<file path="src/rtl/boot_sequencer.sv">
`default_nettype none
// ============================================================================
// Module   : boot_sequencer
// Purpose  : Streams data and instruction words into their BRAMs, then
//            releases the rv32i core from reset/stall.
// Revision : 1.0 - initial release
// ============================================================================

module boot_sequencer #(
    parameter int DATA_WIDTH = 32,
    parameter int ADDR_WIDTH = 10,
    parameter int MAX_WORDS  = 256,
    parameter int CNT_WIDTH  = 9
) (
    input  logic                  clk,
    input  logic                  rst,
    input  logic                  start,
    input  logic                  halt,
    input  logic [CNT_WIDTH-1:0]  d_count,
    input  logic [CNT_WIDTH-1:0]  i_count,
    input  logic                  s_valid,
    input  logic [DATA_WIDTH-1:0] s_data,
    output logic                  s_ready,
    output logic [ADDR_WIDTH-1:0] d_w_addr,
    output logic [DATA_WIDTH-1:0] d_w_dat,
    output logic                  d_w_enb,
    output logic [ADDR_WIDTH-1:0] i_w_addr,
    output logic [DATA_WIDTH-1:0] i_w_dat,
    output logic                  i_w_enb,
    output logic                  d_bram_init_done,
    output logic                  cpu_rst,
    output logic                  pc_stall,
    output logic                  i_r_enb,
    output logic                  rd_enbl,
    output logic                  busy,
    output logic                  err
);

    typedef enum logic [2:0] {
        S_IDLE   = 3'd0,
        S_LOAD_D = 3'd1,
        S_LOAD_I = 3'd2,
        S_SETTLE = 3'd3,
        S_RUN    = 3'd4
    } state_t;

    localparam logic [CNT_WIDTH-1:0] C_MAX  = CNT_WIDTH'(MAX_WORDS);
    localparam logic [CNT_WIDTH-1:0] C_ONE  = CNT_WIDTH'(1);
    localparam logic [CNT_WIDTH-1:0] C_ZERO = '0;

    state_t                 r_state;
    state_t                 w_next;
    logic [CNT_WIDTH-1:0]   r_d_cnt;
    logic [CNT_WIDTH-1:0]   r_i_cnt;
    logic [CNT_WIDTH-1:0]   r_idx;
    logic                   w_start_bad;
    logic                   w_hs;
    logic                   w_last_d;
    logic                   w_last_i;
    logic [ADDR_WIDTH-1:0]  w_addr;

    assign w_start_bad = (d_count > C_MAX) || (i_count > C_MAX);
    // A halted cycle never counts as a handshake, so the offered word is dropped.
    assign w_hs        = s_valid & s_ready & ~halt;
    assign w_last_d    = (r_idx == (r_d_cnt - C_ONE));
    assign w_last_i    = (r_idx == (r_i_cnt - C_ONE));
    assign w_addr      = {r_idx[ADDR_WIDTH-3:0], 2'b00};

    always_ff @(posedge clk or posedge rst) begin
        if (rst) begin
            r_state <= S_IDLE;
        end else begin
            r_state <= w_next;
        end
    end

    always_comb begin
        w_next           = r_state;
        s_ready          = 1'b0;
        busy             = 1'b0;
        cpu_rst          = 1'b1;
        pc_stall         = 1'b1;
        i_r_enb          = 1'b0;
        rd_enbl          = 1'b0;
        d_bram_init_done = 1'b0;

        case (r_state)
            S_IDLE: begin
                if (start && !halt && !w_start_bad) begin
                    if (d_count != C_ZERO) begin
                        w_next = S_LOAD_D;
                    end else if (i_count != C_ZERO) begin
                        w_next = S_LOAD_I;
                    end else begin
                        w_next = S_SETTLE;
                    end
                end
            end
            S_LOAD_D: begin
                s_ready = 1'b1;
                busy    = 1'b1;
                if (halt) begin
                    w_next = S_IDLE;
                end else if (w_hs && w_last_d) begin
                    w_next = (r_i_cnt == C_ZERO) ? S_SETTLE : S_LOAD_I;
                end
            end
            S_LOAD_I: begin
                s_ready = 1'b1;
                busy    = 1'b1;
                if (halt) begin
                    w_next = S_IDLE;
                end else if (w_hs && w_last_i) begin
                    w_next = S_SETTLE;
                end
            end
            S_SETTLE: begin
                busy   = 1'b1;
                w_next = halt ? S_IDLE : S_RUN;
            end
            S_RUN: begin
                cpu_rst          = 1'b0;
                pc_stall         = 1'b0;
                i_r_enb          = 1'b1;
                rd_enbl          = 1'b1;
                d_bram_init_done = 1'b1;
                if (halt) begin
                    w_next = S_IDLE;
                end
            end
            default: begin
                w_next = S_IDLE;
            end
        endcase
    end

    always_ff @(posedge clk or posedge rst) begin
        if (rst) begin
            r_d_cnt  <= '0;
            r_i_cnt  <= '0;
            r_idx    <= '0;
            d_w_addr <= '0;
            d_w_dat  <= '0;
            d_w_enb  <= 1'b0;
            i_w_addr <= '0;
            i_w_dat  <= '0;
            i_w_enb  <= 1'b0;
            err      <= 1'b0;
        end else begin
            d_w_enb <= 1'b0;
            i_w_enb <= 1'b0;
            err     <= 1'b0;
            case (r_state)
                S_IDLE: begin
                    r_idx <= '0;
                    if (start && !halt) begin
                        if (w_start_bad) begin
                            err <= 1'b1;
                        end else begin
                            r_d_cnt <= d_count;
                            r_i_cnt <= i_count;
                        end
                    end
                end
                S_LOAD_D: begin
                    if (w_hs) begin
                        d_w_addr <= w_addr;
                        d_w_dat  <= s_data;
                        d_w_enb  <= 1'b1;
                        r_idx    <= w_last_d ? C_ZERO : (r_idx + C_ONE);
                    end
                end
                S_LOAD_I: begin
                    if (w_hs) begin
                        i_w_addr <= w_addr;
                        i_w_dat  <= s_data;
                        i_w_enb  <= 1'b1;
                        r_idx    <= w_last_i ? C_ZERO : (r_idx + C_ONE);
                    end
                end
                default: begin
                    r_idx <= '0;
                end
            endcase
        end
    end

endmodule

`default_nettype wire

</file>
<file path="config.mk">
export PLATFORM = sky130hd
export DESIGN_NAME = boot_sequencer
export DESIGN_NICKNAME = d
export VERILOG_FILES = /design/src/rtl/boot_sequencer.sv
export SDC_FILE = /design/constraint.sdc
export NUM_CORES = 1
export LEC_CHECK = 0
export ABC_AREA = 1
export CORE_MARGIN = 2
export CORE_UTILIZATION = 48
export DETAILED_ROUTE_END_ITERATION = 16
export PLACE_DENSITY = 0.86
export SYNTH_ARGS = -nofsm -noshare
export SYNTH_HDL_FRONTEND = slang
export SYNTH_SLANG_ARGS = --single-unit
</file>
<file path="constraint.sdc">
create_clock -name clk -period 4.6 [get_ports clk]
set_input_delay 0.92 -clock clk [delete_from_list [all_inputs] [get_ports clk]]
set_output_delay 0.92 -clock clk [all_outputs]
set_load 0.005 [all_outputs]
</file>
==> out/qor.txt, run 1 <==
Initial core utilization -> 0.491
Die ar. -> 11,900 sq um
HP Class -> reg -> reg
DRT Wirelength -> 13,800 um
Clock tree buffer depth -> 2
Final TNS setup -> 0 ps
Core area -> 10,800 sq um
First DRT Iteration DRCs -> 348
Fin crit period -> 2910 ps
Final layout net count -> 841
Delay-heaviest family, CP -> buffers and inverters
Synth area leaders -> dfrtp_1, nand2_1, inv_1
Vias per Instance -> 5.10
CTS sink count -> 113
Post-detailed-route count of antenna-violating nets -> 0
Setup violators final -> 0
Root Buffer -> clkbuf_8
Resized cells post-CTS -> 0
Initial antenna violation count -> 0
Port Buffers -> 144
Achievable Freq -> 344 MHz
Io pins -> 149
GRT Total Usage -> 0.238
CTS Buf Count -> 17
Rel. slew slack -> 0.156
Syn. warnings -> 0
Vias in the first global route -> 4,606
Hold_buf cts -> 0
CP max FO -> 5
Comb pwr share -> 0.391
Synth Cell Area -> 5320 sq um
Die height -> 109 um
Area share of the largest cell type after synthesis -> 0.531
PwrDens -> 666 nW/um^2
Number of core rows -> 38
HPWL Detailed -> 9420 um
Worst Path Buf+Inv -> 3
Grt ovf -> 0
Clk pwr share -> 0.264
Outcome -> finished, final reports clean
Reg power frac -> 0.345
DR vias -> 4,765
Switching pwr -> 1.71 mW
FF+latch count, synth -> 113
Gate Count Post-Synth -> 643
CTS tree -> done
GPL Wtd Cong -> 0.828
Sequential-to-total area share from yosys stat -> 0.531
Post-synthesis area per instance -> 8.28 sq um
Most frequent cells in the layout -> nand2_1, clkdlybuf4s50_1, dfrtp_1, inv_1, o21ai_1
Least-Margin Pin Slew -> 1270 ps
Drt drc -> 0
Max Slew Vio Count -> 0
Die width -> 109 um
Clock slew seen by the registers of the worst setup and hold paths -> 50 ps
CTS HTree Levels -> 4
Clock Skews -> 7.18 ps
Kind of critical path -> reg -> out
VDD IR max -> 0.360 mV
Largest net degree at the start of global routing -> 81
Startpoint types -> flop
Filler instances -> 802
Max incr delay on CP -> 460 ps
Max cap viols -> 0
# diodes -> 0
CP max stage cell -> clkdlybuf4s50_1
Setup ws final -> 1690 ps
Crit. End Element -> output pin
Leakage -> 3.63 nW
RSZ-0062 raised after global routing -> false
P&R area growth vs syn -> 39.2%
CP required -> 3680 ps
Setup repair bufs after CTS -> 0
First-pass GRT wire length -> 21,900 um
Final hold vios -> 0
Synth area leader -> dfrtp_1
Sw Ratio -> 0.346
Crit path cell chain -> nor2_1, inv_1, nor2_1, inv_1, clkdlybuf4s50_1
Routed length per instance -> 14.7 um
Final period utilization -> 0.633
Most common cell after layout, fill and taps aside -> nand2_1
Dpl ws -> 1570 ps
Clk_lat worst skew -> 520 ps
Library cells used by synthesis -> 32
Ratio of cells with drive above 1 in the final layout -> 0.0956
Internal power -> 3.23 mW
Critical Path AT -> 1990 ps
DRT Pass-1 Iters -> 4
-- worst register-to-register path, stage by stage, from the launching register on --
cell	delay, ps
dfrtp_1	440
nor2_1	100
nand2_2	110
nor2_2	60
inv_2	70
nor2_2	40
inv_2	880
nand2_1	230
o21ai_1	190
-- cells by family after synthesis --
| group | synth area share |
|---|---|
| compound gates | 0.108 |
| other cells | 0.000705 |
| fa+ha+maj | 0.00705 |
| buf+inv | 0.0992 |
| xor+xnor | 0.0148 |
| flops | 0.531 |
| simple gates | 0.239 |
-- path summary, 6_finish.rpt --
path | start | endpoint | slack (ps) | depth (start not counted)
min reg2reg | i_w_dat[27] | i_w_dat[27] | 480 | 2
max in group asynchronous | rst | i_w_dat[23] | 2820 | 3
max reg2reg | r_state[2] | d_w_dat[5] | 2360 | 8
max | r_state[1] | pc_stall | 1690 | 5
min | i_w_dat[27] | i_w_dat[27] | 480 | 2
min in group asynchronous | rst | d_w_dat[6] | 960 | 2
-- layer usage --
layer / share of wire / up-vias / GRT usage
met5: 0 / - / 0
met4: 0.025 / 0 / 0.0922
met3: 0.074 / 36 / 0.0699
met2: 0.49 / 189 / 0.409
met1: 0.41 / 2239 / 0.283
li1: - / 2301 / -
-- cells in the mapped netlist --
library cell / number
nand2_4: 1
nor2_4: 1
nand4_4: 1
and2_1: 2
o21ai_0: 41
buf_2: 11
nand3b_1: 3
xnor2_1: 2
inv_1: 90
nor2_2: 14
nor4_1: 1
a22oi_1: 1
nand2b_1: 1
nand2_1: 167
nand2_2: 6
dfrtp_1: 113
nand3_2: 7
conb_1: 1
nand4_2: 1
buf_4: 9
clkbuf_1: 8
nand3_1: 35
o21ai_2: 1
a21oi_1: 4
nand4_1: 8
o21ai_1: 67
nor3_1: 3
xor2_1: 7
nor2_1: 23
nand3_4: 1
ha_1: 3
inv_2: 10
-- registers in the layout, indices dropped and copies added (netlist names) --
register and flops:
err 1, i_w_dat 32, r_state 3, d_w_enb 1, d_w_addr 8, i_w_enb 1, d_w_dat 32, r_d_cnt 9
r_i_cnt 9, r_idx 9, i_w_addr 8
-- through the flow --
| stage | instance area (sq um) | hold slack (ps) | power (mW) | std cells | utilization |
|---|---|---|---|---|---|
| after global placement | 6820 | 466 | 3.51 | 904 | 0.629 |
| final | 7410 | 485 | 4.94 | 935 | 0.683 |
| after global routing | 7410 | 504 | 5.28 | 935 | 0.683 |
| after detailed placement | 6820 | 475 | 3.60 | 904 | 0.629 |
| after CTS | 7410 | 489 | 4.96 | 935 | 0.683 |
| after floorplan | 5330 | 476 | 2.66 | 646 | - |
-- layout make-up --
type,instances,area (sq um),share of cell area
clock inverters,10,134,0.0181
flip-flops and latches,113,2830,0.382
repair buffers,146,1460,0.197
multi-input cells,405,1980,0.267
inverters,100,378,0.0510
clock buffers,21,459,0.0620
well taps,140,175,0.0236
-- power groups by stage --
| stage | Clock, mW | Combinational, mW | Sequential (mW) |
|---|---|---|---|
| after floorplan | 0 | 0.998 | 1.66 |
| after global placement | 0 | 1.82 | 1.68 |
| after detailed placement | 0 | 1.91 | 1.70 |
| after CTS | 1.32 | 1.94 | 1.69 |
| after global routing | 1.37 | 2.16 | 1.74 |
| final | 1.30 | 1.93 | 1.70 |
Power figures use the tool's default switching activity.
==> inputs of run 2 (changes only) <==
clock period = 2.7 ns   (was 4.6 ns; I/O delays follow)
==> run 2 against run 1 <==
Setup slack worse by 1500 ps. Worst hold slack worse by 3.9 ps. Flip-flop and latch count did not move. Via count rose by 1.2%. Non-clock buffer count up 4. Sequential power grew 70%. Cell area increased by 1.6%. Final cell count increased by 0.53%.
==> out/qor.txt, run 2 (same netlist as run 1, synthesis figures left out) <==
Largest net degree at the start of global routing -> 81 (unchanged)
CTS sink count -> 113 (unchanged)
CP required -> 2160 ps (was 3680 ps)
Initial core utilization -> 0.491 (unchanged)
Setup repair bufs after CTS -> 0 (unchanged)
Post-detailed-route count of antenna-violating nets -> 0 (unchanged)
P&R area growth vs syn -> 41.4% (was 39.2%)
Final TNS setup -> 0 ps (unchanged)
Max incr delay on CP -> 450 ps (was 460 ps)
Min Hold Slack -> 481 ps (was 485 ps)
Worst hold path stage count -> 2 (unchanged)
CTS Buf Count -> 17 (unchanged)
DRT Pass-1 Iters -> 5 (was 4)
Clock tree buffer depth -> 2 (unchanged)
Most frequent cells in the layout -> nand2_1, clkdlybuf4s50_1, dfrtp_1, inv_1, o21ai_1 (unchanged)
HP Class -> reg -> reg (unchanged)
Filler instances -> 790 (was 802)
Fin cells -> 940 (was 935)
Core area -> 10,800 sq um (unchanged)
Achievable Freq -> 403 MHz
Die height -> 109 um (unchanged)
CP max FO -> 5 (unchanged)
Reg2Reg Depth -> 14 (was 8)
Startpoint types -> flop (unchanged)
CP max stage cell -> clkdlybuf4s50_1 (unchanged)
Delay-heaviest family, CP -> buffers and inverters (unchanged)
Root Buffer -> clkbuf_8 (unchanged)
Die width -> 109 um (unchanged)
Most common cell after layout, fill and taps aside -> nand2_1 (unchanged)
Largest regs -> d_w_dat (32), i_w_dat (32) (unchanged)
Critical Path AT -> 1940 ps (was 1990 ps)
Clock slew seen by the registers of the worst setup and hold paths -> 60 ps (was 50 ps)
PwrDens -> 1140 nW/um^2 (was 666 nW/um^2)
Design area -> 7530 sq um (was 7410 sq um)
Routed length per instance -> 14.9 um (was 14.7 um)
Final period utilization -> 0.918
Clk_lat worst skew -> 520 ps (about the same)
Io pins -> 149 (unchanged)
Number of core rows -> 38 (unchanged)
Overall power -> 8.59 mW (was 4.94 mW)
DRT Wirelength -> 14,000 um (was 13,800 um)
Crit. End Element -> output pin (unchanged)
First-pass GRT wire length -> 22,200 um (was 21,900 um)
Ratio of cells with drive above 1 in the final layout -> 0.103 (was 0.0956)
Register area -> 2830 sq um (unchanged)
Crit path cell chain -> nor2_1, inv_1, nor2_2, inv_1, clkdlybuf4s50_1 (was nor2_1, inv_1, nor2_1, inv_1, clkdlybuf4s50_1)
VDD IR max -> 0.579 mV (was 0.360 mV)
HPWL Detailed -> 9710 um (was 9420 um)
Final layout net count -> 845 (was 841)
Max Slew Vio Count -> 0 (unchanged)
Fin crit period -> 2480 ps
Initial antenna violation count -> 0 (unchanged)
Port Buffers -> 144 (unchanged)
CTS tree -> done (unchanged)
Final hold vios -> 0 (unchanged)
GPL Wtd Cong -> 0.919 (was 0.828)
DR vias -> 4,821 (was 4,765)
RSZ-0062 raised after global routing -> false (unchanged)
Vias in the first global route -> 4,668 (was 4,606)
Instance count on the critical path -> 5 (unchanged)
Most frequent cell on the critical path -> inv_1
Setup violators final -> 0 (unchanged)
Clock Skews -> 6.08 ps (was 7.18 ps)
First DRT Iteration DRCs -> 355 (was 348)
Die ar. -> 11,900 sq um (unchanged)
# diodes -> 0 (unchanged)
Dpl cells -> 908 (was 904)
Leakage -> 3.68 nW (was 3.63 nW)
CTS HTree Levels -> 4 (unchanged)
Worst Path Buf+Inv -> 3 (unchanged)
Kind of critical path -> reg -> out (unchanged)
Outcome -> finished, final reports clean (unchanged)
Drt drc -> 0 (unchanged)
Area of the multi-input gates -> 1980 sq um (about the same)
Placed instance area -> 6900 sq um (was 6820 sq um)
Grt ovf -> 0 (unchanged)
Vias per Instance -> 5.13 (was 5.10)
GRT Total Usage -> 0.243 (was 0.238)
Max cap viols -> 0 (unchanged)
run 2: changes by cell type in the layout (fill, tap and decap cells not counted):
cell       previous run  this run
nor2_2               14        15
bufinv_16             3         4
buf_12                0         4
inv_6                 0         1
clkinv_4              1         4
clkbuf_8              4         3
inv_4                 1         0
nor2_1               23        22
clkinv_2              4         2
run 2: layout make-up:
type	count	area share
clock buffers	20	0.0592
clock inverters	12	0.0241
inverters	100	0.0504
multi-input cells	405	0.263
flip-flops and latches	113	0.376
well taps	140	0.0233
repair buffers	150	0.204
run 2: worst paths after layout:
path / start / end / slack, ps
setup reg to reg: r_d_cnt[0] / r_idx[1] / 700
setup / recovery: r_state[1] / cpu_rst / 220
max in group asynchronous: rst / r_d_cnt[3] / 1830
min in group asynchronous: rst / d_w_dat[19] / 510
hold reg to reg: i_w_addr[8] / i_w_addr[8] / 480
hold / removal: i_w_addr[8] / i_w_addr[8] / 480
run 2: worst min-delay path, cell delays in order (launching register included):
cell and delay (ps):
dfrtp_1 340, nand2_1 50, o21ai_0 60
run 2: metrics by stage:
step | setup slack, ps | utilization
floorplan | 789 | -
global placement | 398 | 0.636
detailed placement | 295 | 0.636
CTS | 100 | 0.694
global route | 117 | 0.694
finish | 221 | 0.694
run 2: routing by layer:
metal  wire (um)  GRT usage  vias up
li1            -          -     2317
met3         968     0.0634       39
met1        5610      0.279     2278
met5           0          0        -
met4         431      0.122        0
met2        7030      0.420      187
run 2: power by group:
group	total (mW)	leakage, nW	internal [mW]	switching (mW)
clock network	2.35	0.305	1.55	0.801
logic	3.34	1.92	1.70	1.64
registers	2.89	1.45	2.36	0.531
total	8.59	3.68	5.62	2.97
run 2: timing repair:
action | CTS | global route
hold endpoints to repair | 0 | 0
setup endpoints to repair | 0 | 2
gates resized for setup | 0 | 1
hold buffers | 0 | 0
